$ cat src/rtl/usb_rx_ctrl_pkg.sv
// rtl/usb_rx_ctrl_pkg.sv - shared types and constants for the USB RX control unit
package usb_rx_ctrl_pkg;

  typedef enum logic [2:0] {
    IDLE     = 3'd0,
    RCV_SYNC = 3'd1,
    RCV_DATA = 3'd2,
    EOP_WAIT = 3'd3,
    ERR_WAIT = 3'd4
  } state_t;

  typedef enum logic [1:0] {
    ERR_NONE    = 2'd0,
    ERR_SYNC    = 2'd1,
    ERR_PARTIAL = 2'd2,
    ERR_OVF     = 2'd3
  } err_t;

  localparam logic [7:0] SYNC_DEFAULT = 8'b1000_0000;

endpackage

$ cat src/rtl/usb_rx_ctrl_if.sv
// rtl/usb_rx_ctrl_if.sv - line-side inputs and FIFO-side outputs of the RX control unit
interface usb_rx_ctrl_if #(
  parameter int BYTE_W = 8,
  parameter int CNT_W  = 7
);
  logic              d_edge;
  logic              eop;
  logic              shift_enable;
  logic [BYTE_W-1:0] rcv_data;
  logic              byte_received;
  logic              rcving;
  logic              w_enable;
  logic              r_error;
  logic [1:0]        err_code;
  logic [CNT_W-1:0]  byte_cnt;
  logic              pkt_done;

  modport slave (
    input  d_edge, eop, shift_enable, rcv_data, byte_received,
    output rcving, w_enable, r_error, err_code, byte_cnt, pkt_done
  );

  modport master (
    output d_edge, eop, shift_enable, rcv_data, byte_received,
    input  rcving, w_enable, r_error, err_code, byte_cnt, pkt_done
  );
endinterface

$ cat src/rtl/usb_rx_ctrl_flex_counter.sv
// rtl/usb_rx_ctrl_flex_counter.sv - clearable up-counter used for the packet byte count
module usb_rx_ctrl_flex_counter #(
  parameter int WIDTH = 4
) (
  input  logic             clk,
  input  logic             n_rst,
  input  logic             i_clear,
  input  logic             i_count_enable,
  output logic [WIDTH-1:0] o_count
);
  logic [WIDTH-1:0] r_count;

  always_ff @(posedge clk) begin
    if (!n_rst) begin
      r_count <= '0;
    end else if (i_clear) begin
      r_count <= '0;
    end else if (i_count_enable) begin
      r_count <= r_count + 1'b1;
    end
  end

  assign o_count = r_count;
endmodule

$ cat src/rtl/usb_rx_ctrl.sv
// rtl/usb_rx_ctrl.sv - sequences one USB packet: SYNC check, data bytes to FIFO, EOP detection
module usb_rx_ctrl
  import usb_rx_ctrl_pkg::*;
#(
  parameter int                BYTE_W    = 8,
  parameter logic [BYTE_W-1:0] SYNC_PAT  = BYTE_W'(SYNC_DEFAULT),
  parameter int                MAX_BYTES = 64,
  parameter int                EOP_BITS  = 2,
  parameter int                CNT_W     = $clog2(MAX_BYTES + 1)
) (
  input logic          clk,
  input logic          n_rst,
  usb_rx_ctrl_if.slave bus
);
  localparam int               EC_W     = $clog2(EOP_BITS + 1);
  localparam logic [EC_W-1:0]  EOP_LAST = EC_W'(EOP_BITS - 1);
  localparam logic [CNT_W-1:0] CNT_MAX  = CNT_W'(MAX_BYTES);

  state_t           r_state, w_state_nxt, w_mid;
  err_t             r_err_code, w_err_code;
  logic             r_partial, r_rcving, r_w_enable, r_error, r_pkt_done;
  logic [EC_W-1:0]  r_eop_cnt;
  logic [CNT_W-1:0] w_byte_cnt;
  logic             w_se_eop, w_se_line, w_eop_done, w_partial_eff, w_start;
  logic             w_write, w_err_set, w_done, w_rcving_nxt;

  assign w_se_eop      = bus.shift_enable & bus.eop;
  assign w_se_line     = bus.shift_enable & ~bus.eop;
  assign w_eop_done    = w_se_eop && (r_eop_cnt == EOP_LAST);
  assign w_partial_eff = r_partial & ~bus.byte_received;
  assign w_start       = (r_state == IDLE) && bus.d_edge;

  usb_rx_ctrl_flex_counter #(.WIDTH(CNT_W)) u_byte_cnt (
    .clk            (clk),
    .n_rst          (n_rst),
    .i_clear        (w_start),
    .i_count_enable (w_write),
    .o_count        (w_byte_cnt)
  );

  // A received byte is resolved first (w_mid); a coincident EOP strobe then acts on that state.
  always_comb begin
    w_mid        = r_state;
    w_state_nxt  = r_state;
    w_write      = 1'b0;
    w_err_set    = 1'b0;
    w_err_code   = ERR_NONE;
    w_done       = 1'b0;
    w_rcving_nxt = r_rcving;

    case (r_state)
      IDLE: begin
        if (bus.d_edge) begin
          w_mid        = RCV_SYNC;
          w_rcving_nxt = 1'b1;
        end
      end
      RCV_SYNC: begin
        if (bus.byte_received) begin
          if (bus.rcv_data == SYNC_PAT) begin
            w_mid = RCV_DATA;
          end else begin
            w_mid      = ERR_WAIT;
            w_err_set  = 1'b1;
            w_err_code = ERR_SYNC;
          end
        end
      end
      RCV_DATA: begin
        if (bus.byte_received) begin
          if (w_byte_cnt < CNT_MAX) begin
            w_write = 1'b1;
          end else begin
            w_mid      = ERR_WAIT;
            w_err_set  = 1'b1;
            w_err_code = ERR_OVF;
          end
        end
      end
      default: ;
    endcase

    w_state_nxt = w_mid;
    if (r_state != IDLE) begin
      if (w_se_eop) begin
        case (w_mid)
          RCV_SYNC: begin
            w_state_nxt = ERR_WAIT;
            w_err_set   = 1'b1;
            w_err_code  = ERR_PARTIAL;
          end
          RCV_DATA: begin
            if (w_partial_eff) begin
              w_state_nxt = ERR_WAIT;
              w_err_set   = 1'b1;
              w_err_code  = ERR_PARTIAL;
            end else begin
              w_state_nxt = EOP_WAIT;
            end
          end
          default: ;
        endcase
        if (w_eop_done) begin
          w_done       = (w_state_nxt == EOP_WAIT);
          w_state_nxt  = IDLE;
          w_rcving_nxt = 1'b0;
        end
      end else if (w_se_line && (w_mid == EOP_WAIT)) begin
        w_state_nxt = ERR_WAIT;
        w_err_set   = 1'b1;
        w_err_code  = ERR_PARTIAL;
      end
    end
  end

  always_ff @(posedge clk) begin
    if (!n_rst) begin
      r_state    <= IDLE;
      r_rcving   <= 1'b0;
      r_w_enable <= 1'b0;
      r_pkt_done <= 1'b0;
      r_error    <= 1'b0;
      r_err_code <= ERR_NONE;
      r_eop_cnt  <= '0;
      r_partial  <= 1'b0;
    end else begin
      r_state    <= w_state_nxt;
      r_rcving   <= w_rcving_nxt;
      r_w_enable <= w_write;
      r_pkt_done <= w_done;

      // The first error of a packet wins; only a new packet start clears it.
      if (w_start) begin
        r_error    <= 1'b0;
        r_err_code <= ERR_NONE;
      end else if (w_err_set && !r_error) begin
        r_error    <= 1'b1;
        r_err_code <= w_err_code;
      end

      if (w_start || w_se_line) begin
        r_eop_cnt <= '0;
      end else if (w_se_eop) begin
        r_eop_cnt <= w_eop_done ? '0 : r_eop_cnt + 1'b1;
      end

      if (w_start || bus.byte_received) begin
        r_partial <= 1'b0;
      end else if (w_se_line) begin
        r_partial <= 1'b1;
      end
    end
  end

  assign bus.rcving   = r_rcving;
  assign bus.w_enable = r_w_enable;
  assign bus.r_error  = r_error;
  assign bus.err_code = r_err_code;
  assign bus.byte_cnt = w_byte_cnt;
  assign bus.pkt_done = r_pkt_done;
endmodule

$ cat src/flat_wrapper.sv
// flat-port wrapper written by rule: the top's interface ports become plain ports
module usb_rx_ctrl_flat import usb_rx_ctrl_pkg::*;
#(
  parameter int                BYTE_W    = 8,
  parameter logic [BYTE_W-1:0] SYNC_PAT  = BYTE_W'(SYNC_DEFAULT),
  parameter int                MAX_BYTES = 64,
  parameter int                EOP_BITS  = 2,
  parameter int                CNT_W     = $clog2(MAX_BYTES + 1)
)
  (clk, n_rst, bus_d_edge, bus_eop, bus_shift_enable, bus_rcv_data, bus_byte_received, bus_rcving, bus_w_enable, bus_r_error, bus_err_code, bus_byte_cnt, bus_pkt_done);
  usb_rx_ctrl_if #(.BYTE_W(BYTE_W), .CNT_W(CNT_W)) bus_i ();
  input logic clk;
  input logic n_rst;
  input wire logic [$bits(bus_i.d_edge)-1:0] bus_d_edge;
  input wire logic [$bits(bus_i.eop)-1:0] bus_eop;
  input wire logic [$bits(bus_i.shift_enable)-1:0] bus_shift_enable;
  input wire logic [$bits(bus_i.rcv_data)-1:0] bus_rcv_data;
  input wire logic [$bits(bus_i.byte_received)-1:0] bus_byte_received;
  output wire logic [$bits(bus_i.rcving)-1:0] bus_rcving;
  output wire logic [$bits(bus_i.w_enable)-1:0] bus_w_enable;
  output wire logic [$bits(bus_i.r_error)-1:0] bus_r_error;
  output wire logic [$bits(bus_i.err_code)-1:0] bus_err_code;
  output wire logic [$bits(bus_i.byte_cnt)-1:0] bus_byte_cnt;
  output wire logic [$bits(bus_i.pkt_done)-1:0] bus_pkt_done;
  assign bus_i.d_edge = bus_d_edge;
  assign bus_i.eop = bus_eop;
  assign bus_i.shift_enable = bus_shift_enable;
  assign bus_i.rcv_data = bus_rcv_data;
  assign bus_i.byte_received = bus_byte_received;
  assign bus_rcving = bus_i.rcving;
  assign bus_w_enable = bus_i.w_enable;
  assign bus_r_error = bus_i.r_error;
  assign bus_err_code = bus_i.err_code;
  assign bus_byte_cnt = bus_i.byte_cnt;
  assign bus_pkt_done = bus_i.pkt_done;
  usb_rx_ctrl #(.BYTE_W(BYTE_W), .SYNC_PAT(SYNC_PAT), .MAX_BYTES(MAX_BYTES), .EOP_BITS(EOP_BITS), .CNT_W(CNT_W)) u_core (.clk(clk), .n_rst(n_rst), .bus(bus_i));
endmodule
$ cat config.mk
export PLATFORM = sky130hd
export DESIGN_NAME = usb_rx_ctrl_flat
export DESIGN_NICKNAME = d
export VERILOG_FILES = /design/src/rtl/usb_rx_ctrl_pkg.sv /design/src/rtl/usb_rx_ctrl_if.sv /design/src/rtl/usb_rx_ctrl_flex_counter.sv /design/src/rtl/usb_rx_ctrl.sv /design/src/flat_wrapper.sv
export SDC_FILE = /design/constraint.sdc
export NUM_CORES = 1
export LEC_CHECK = 0
export ABC_AREA = 0
export CAP_MARGIN = 20
export CORE_MARGIN = 3
export CORE_UTILIZATION = 49
export CTS_BUF_LIST = sky130_fd_sc_hd__clkbuf_8
export CTS_CLUSTER_SIZE = 24
export DETAILED_ROUTE_END_ITERATION = 6
export HOLD_SLACK_MARGIN = 0.05
export PLACE_DENSITY = 0.8
export RECOVER_POWER = 100
export SETUP_SLACK_MARGIN = 0.5
export SYNTH_ARGS = -nofsm -noshare
export SYNTH_HDL_FRONTEND = slang
export SYNTH_SLANG_ARGS = --single-unit
$ cat constraint.sdc
create_clock -name clk -period 2.1 [get_ports clk]
set_clock_uncertainty 0.05 [all_clocks]
set_input_delay 0.42 -clock clk [delete_from_list [all_inputs] [get_ports clk]]
set_output_delay 0.42 -clock clk [all_outputs]
set_load 0.05 [all_outputs]
==> impl_metrics.xml <==
<?xml version="1.0" encoding="UTF-8"?>
<metrics>
  <group name="die">
    <metric name="die_width" unit="um">51.84</metric>
    <metric name="placeableCoreArea" unit="um2">1858</metric>
    <metric name="die-height" unit="um">51.84</metric>
    <metric name="design.die.area" unit="um2">2687</metric>
    <metric name="num_io_pins" unit="">27</metric>
    <metric name="initial_utilization" unit="">0.5542</metric>
    <metric name="placementRows" unit="">15</metric>
  </group>
  <group name="place">
    <metric name="finalWeightedCongestion" unit="">0.9034</metric>
    <metric name="post_dp_cell_area" unit="um2">1454</metric>
    <metric name="port-buffer-count" unit="">26</metric>
    <metric name="detailedPlacementHpwl" unit="mm">2.261</metric>
  </group>
  <group name="synth">
    <metric name="synth.ff_latch_count" unit="">19</metric>
    <metric name="synth_top_area_share" unit="">0.3694</metric>
    <metric name="mean_cell_area_of_the_mapped_netlist" unit="um2">8.801</metric>
    <metric name="asyncSetResetFlopFracSynth" unit="">0</metric>
    <metric name="synth.cell_area" unit="um2">1030</metric>
    <metric name="synth-edff-count" unit="">0</metric>
    <metric name="yosys.area.top_type" unit="">sky130_fd_sc_hd__dfxtp_1</metric>
    <metric name="mappedNetlistNets" unit="">132</metric>
    <metric name="synth.area.top_cells" unit="">sky130_fd_sc_hd__dfxtp_1, sky130_fd_sc_hd__o21ai_0, sky130_fd_sc_hd__nor2_1, sky130_fd_sc_hd__buf_6, sky130_fd_sc_hd__nand2_1</metric>
    <metric name="postSynthCellCount" unit="">117</metric>
    <metric name="synth_flop_cell" unit="">sky130_fd_sc_hd__dfxtp_1</metric>
    <metric name="synth_cell_types" unit="">43</metric>
    <metric name="synth.yosys.seq_area_share" unit="">0.3694</metric>
    <metric name="synth-warning-count" unit="">0</metric>
  </group>
  <group name="global_route">
    <metric name="largest_net_degree_at_the_start_of_global_routing" unit="">13</metric>
    <metric name="grt_pass1_wl" unit="mm">6.327</metric>
    <metric name="overflow_after_grt" unit="">0</metric>
    <metric name="grtUsageTotal" unit="">0.3199</metric>
    <metric name="antenna_found_initial" unit="">0</metric>
    <metric name="first_global_vias" unit="">1226</metric>
  </group>
  <group name="sta">
    <metric name="worst_slew_pin_slew" unit="ns">0.6445</metric>
    <metric name="maxSlewHeadroom" unit="">0.5722</metric>
    <metric name="report.final.hold_viol_count" unit="">0</metric>
    <metric name="post-route-period-util" unit="">0.9663</metric>
    <metric name="setup_repair_after_global_routing_missed_its_margin" unit="">yes</metric>
    <metric name="final-setup-viol-count" unit="">0</metric>
    <metric name="timing.final.max_slew_violations" unit="">0</metric>
    <metric name="timing.fmax" unit="MHz">492.8</metric>
    <metric name="fin_crit" unit="ns">2.029</metric>
    <metric name="setup-tns-final" unit="ns">0</metric>
    <metric name="hold_ws" unit="ns">0.4523</metric>
  </group>
  <group name="finish">
    <metric name="antennaDiodeCount" unit="">0</metric>
    <metric name="area_growth_syn_to_layout" unit="%">60.39</metric>
    <metric name="fraction_of_final_layout_cells_with_drive_strength_greater_than_1" unit="">0.3468</metric>
    <metric name="stdcell_area" unit="um2">1652</metric>
    <metric name="layout.nets" unit="">189</metric>
  </group>
  <group name="power_and_ir_drop">
    <metric name="power_leakage" unit="nW">0.6565</metric>
    <metric name="vdd_ir_drop_max" unit="V">0.0005181</metric>
    <metric name="power_per_cell_area" unit="nW/um2">494.4</metric>
    <metric name="p_total" unit="mW">0.8166</metric>
  </group>
  <group name="min_path">
    <metric name="worst_hold_path_type" unit="">reg2reg</metric>
  </group>
  <group name="setup_path">
    <metric name="crit_required" unit="ns">2.23</metric>
    <metric name="path_max_fanout" unit="">6</metric>
    <metric name="critPathArrivalTime" unit="ns">2.16</metric>
    <metric name="setup.worst_path.end_class" unit="">register</metric>
    <metric name="worst-setup-path-type" unit="">reg2reg</metric>
    <metric name="category_of_the_worst_setup_path_launch_point" unit="">register</metric>
  </group>
  <group name="route">
    <metric name="post_route_antenna_net_violation_count" unit="">0</metric>
    <metric name="detail_route.iter0.violations" unit="">75</metric>
    <metric name="vias" unit="">1322</metric>
    <metric name="drt-total-wl" unit="mm">4.755</metric>
    <metric name="drcViolationCount" unit="">0</metric>
    <metric name="avgRoutedWirePerCell" unit="um">24.02</metric>
    <metric name="vias_per_cell" unit="">6.677</metric>
    <metric name="detail_route.first_pass.iterations" unit="">4</metric>
  </group>
  <group name="outcome">
    <metric name="run_status" unit="">finished, final reports clean</metric>
  </group>
  <group name="clock_tree">
    <metric name="cts.hold.buffers_added" unit="">0</metric>
    <metric name="clk_pin_slew" unit="ns">0.07</metric>
    <metric name="clk_latency" unit="ns">0.26</metric>
    <metric name="cts_inserted_buffers" unit="">3</metric>
    <metric name="clockRootBuffer" unit="">sky130_fd_sc_hd__clkbuf_8</metric>
    <metric name="tritoncts" unit="">yes</metric>
    <metric name="clock_sinks" unit="">19</metric>
    <metric name="ctsHtreeMaxLevel" unit="">1</metric>
    <metric name="max-clock-path-buffers" unit="">2</metric>
  </group>
  <group name="run">
    <metric name="cap_viol_max_count" unit="">0</metric>
  </group>
</metrics>
-- what timing repair did --
action	4_1_cts	5_1_grt
gates resized for setup	61	22
pin swaps	13	12
buffers inserted	10	2
setup endpoints to repair	31	22
hold endpoints to repair	0	0
-- final timing paths --
| path | startpoint | endpoint | slack [ns] | cells after the start |
|---|---|---|---|---|
| worst max-delay path | u_core.r_state[1] | u_core.bus.r_error | 0.07 | 7 |
| worst min-delay path | u_core.r_eop_cnt[1] | u_core.r_eop_cnt[1] | 0.45 | 1 |
| worst max register to register | u_core.r_state[1] | u_core.bus.r_error | 0.07 | 7 |
| worst min register to register | u_core.r_eop_cnt[1] | u_core.r_eop_cnt[1] | 0.45 | 1 |
-- synthesized netlist by cell type, drive strengths merged, types with 2 or more instances --
library cell / instances
and3: 3
nand4: 3
nor4b: 2
a21oi: 4
nor4: 2
and2: 3
nand3: 5
nor2: 14
xor2: 3
inv: 3
a21boi: 2
o21ai: 11
buf: 4
xnor2: 2
a31oi: 4
dfxtp: 19
nand2: 8
nor3: 3
nand2b: 2
-- placed cells by master, fill, tap and decap left out, types with 2 or more instances in the layout --
master and count:
sky130_fd_sc_hd__a21boi_0 2, sky130_fd_sc_hd__a21oi_1 4, sky130_fd_sc_hd__a31oi_1 2, sky130_fd_sc_hd__a31oi_4 2, sky130_fd_sc_hd__and2_1 2, sky130_fd_sc_hd__and3_1 2
sky130_fd_sc_hd__buf_4 21, sky130_fd_sc_hd__buf_6 7, sky130_fd_sc_hd__clkbuf_1 10, sky130_fd_sc_hd__clkbuf_8 3, sky130_fd_sc_hd__clkdlybuf4s15_1 3, sky130_fd_sc_hd__clkdlybuf4s25_1 2
sky130_fd_sc_hd__clkdlybuf4s50_1 2, sky130_fd_sc_hd__dfxtp_1 17, sky130_fd_sc_hd__dlygate4sd2_1 9, sky130_fd_sc_hd__inv_1 4, sky130_fd_sc_hd__nand2_1 6, sky130_fd_sc_hd__nand2_2 2
sky130_fd_sc_hd__nand3_1 4, sky130_fd_sc_hd__nand4_1 3, sky130_fd_sc_hd__nor2_1 14, sky130_fd_sc_hd__nor3_1 2, sky130_fd_sc_hd__nor4b_4 2, sky130_fd_sc_hd__o21ai_0 8
sky130_fd_sc_hd__o21ai_2 2, sky130_fd_sc_hd__xor2_1 3
-- metrics by stage --
step	std cells	setup WS (ns)	utilization
6_report	198	0.07072	0.8889
5_1_grt	198	0.04735	0.8889
4_1_cts	196	0.2495	0.8896
3_5_place_dp	182	-0.1574	0.7825
3_3_place_gp	182	-0.1408	0.7825
2_1_floorplan	117	0.4028	-
-- critical path, stage by stage (launching register included) --
cell and delay, ns:
sky130_fd_sc_hd__dfxtp_1 0.33, sky130_fd_sc_hd__buf_6 0.13, sky130_fd_sc_hd__nor3_2 0.34, sky130_fd_sc_hd__a32o_2 0.27, sky130_fd_sc_hd__nand4_1 0.21, sky130_fd_sc_hd__buf_4 0.20, sky130_fd_sc_hd__and3_1 0.23, sky130_fd_sc_hd__o31ai_4 0.19
-- power breakdown --
part / switching [mW] / internal, mW
logic: 0.104 / 0.0761
clock network: 0.129 / 0.130
registers: 0.0104 / 0.367
total: 0.243 / 0.573
-- sequential cells by signal (all words and copies together) (netlist names) --
register,count
u_core.bus.w_enable,1
u_core.bus.rcving,1
u_core.r_partial,1
u_core.r_eop_cnt,2
u_core.bus.err_code,2
u_core.u_byte_cnt.o_count,7
u_core.r_state,3
u_core.bus.pkt_done,1
u_core.bus.r_error,1
-- metal layers --
metal | track usage | wire length (um) | up-vias
li1 | - | - | 548
met1 | 0.4032 | 1680 | 615
met2 | 0.5293 | 2240 | 111
met3 | 0.06017 | 430 | 48
met4 | 0.1310 | 404 | 0
met5 | 0 | 0 | -
-- cell families (layout without fill, tap and decap cells) --
group                    after synthesis  after routing  share of synthesized area
multiplexers                           1              1                   0.009721
AO/OA/AOI/OAI                         30             30                     0.1956
AND/OR/NAND/NOR                       54             54                     0.3196
XOR/XNOR                               5              5                    0.04254
adder cells (fa/ha/maj)                1              1                    0.01215
flip-flops                            19             19                     0.3694
buffers and inverters                  7             63                    0.05103
-- final cells by class --
type                            instances  area (um2)
Clock inverter                          1       3.754
Fill cell                              88       206.4
Sequential cell                        19       385.4
Inverter                                3       11.26
Tap cell                               25       31.28
Clock buffer                            3       41.29
Multi-Input combinational cell         91       738.2
Timing Repair Buffer                   56       440.4
Power figures use the tool's default switching activity.
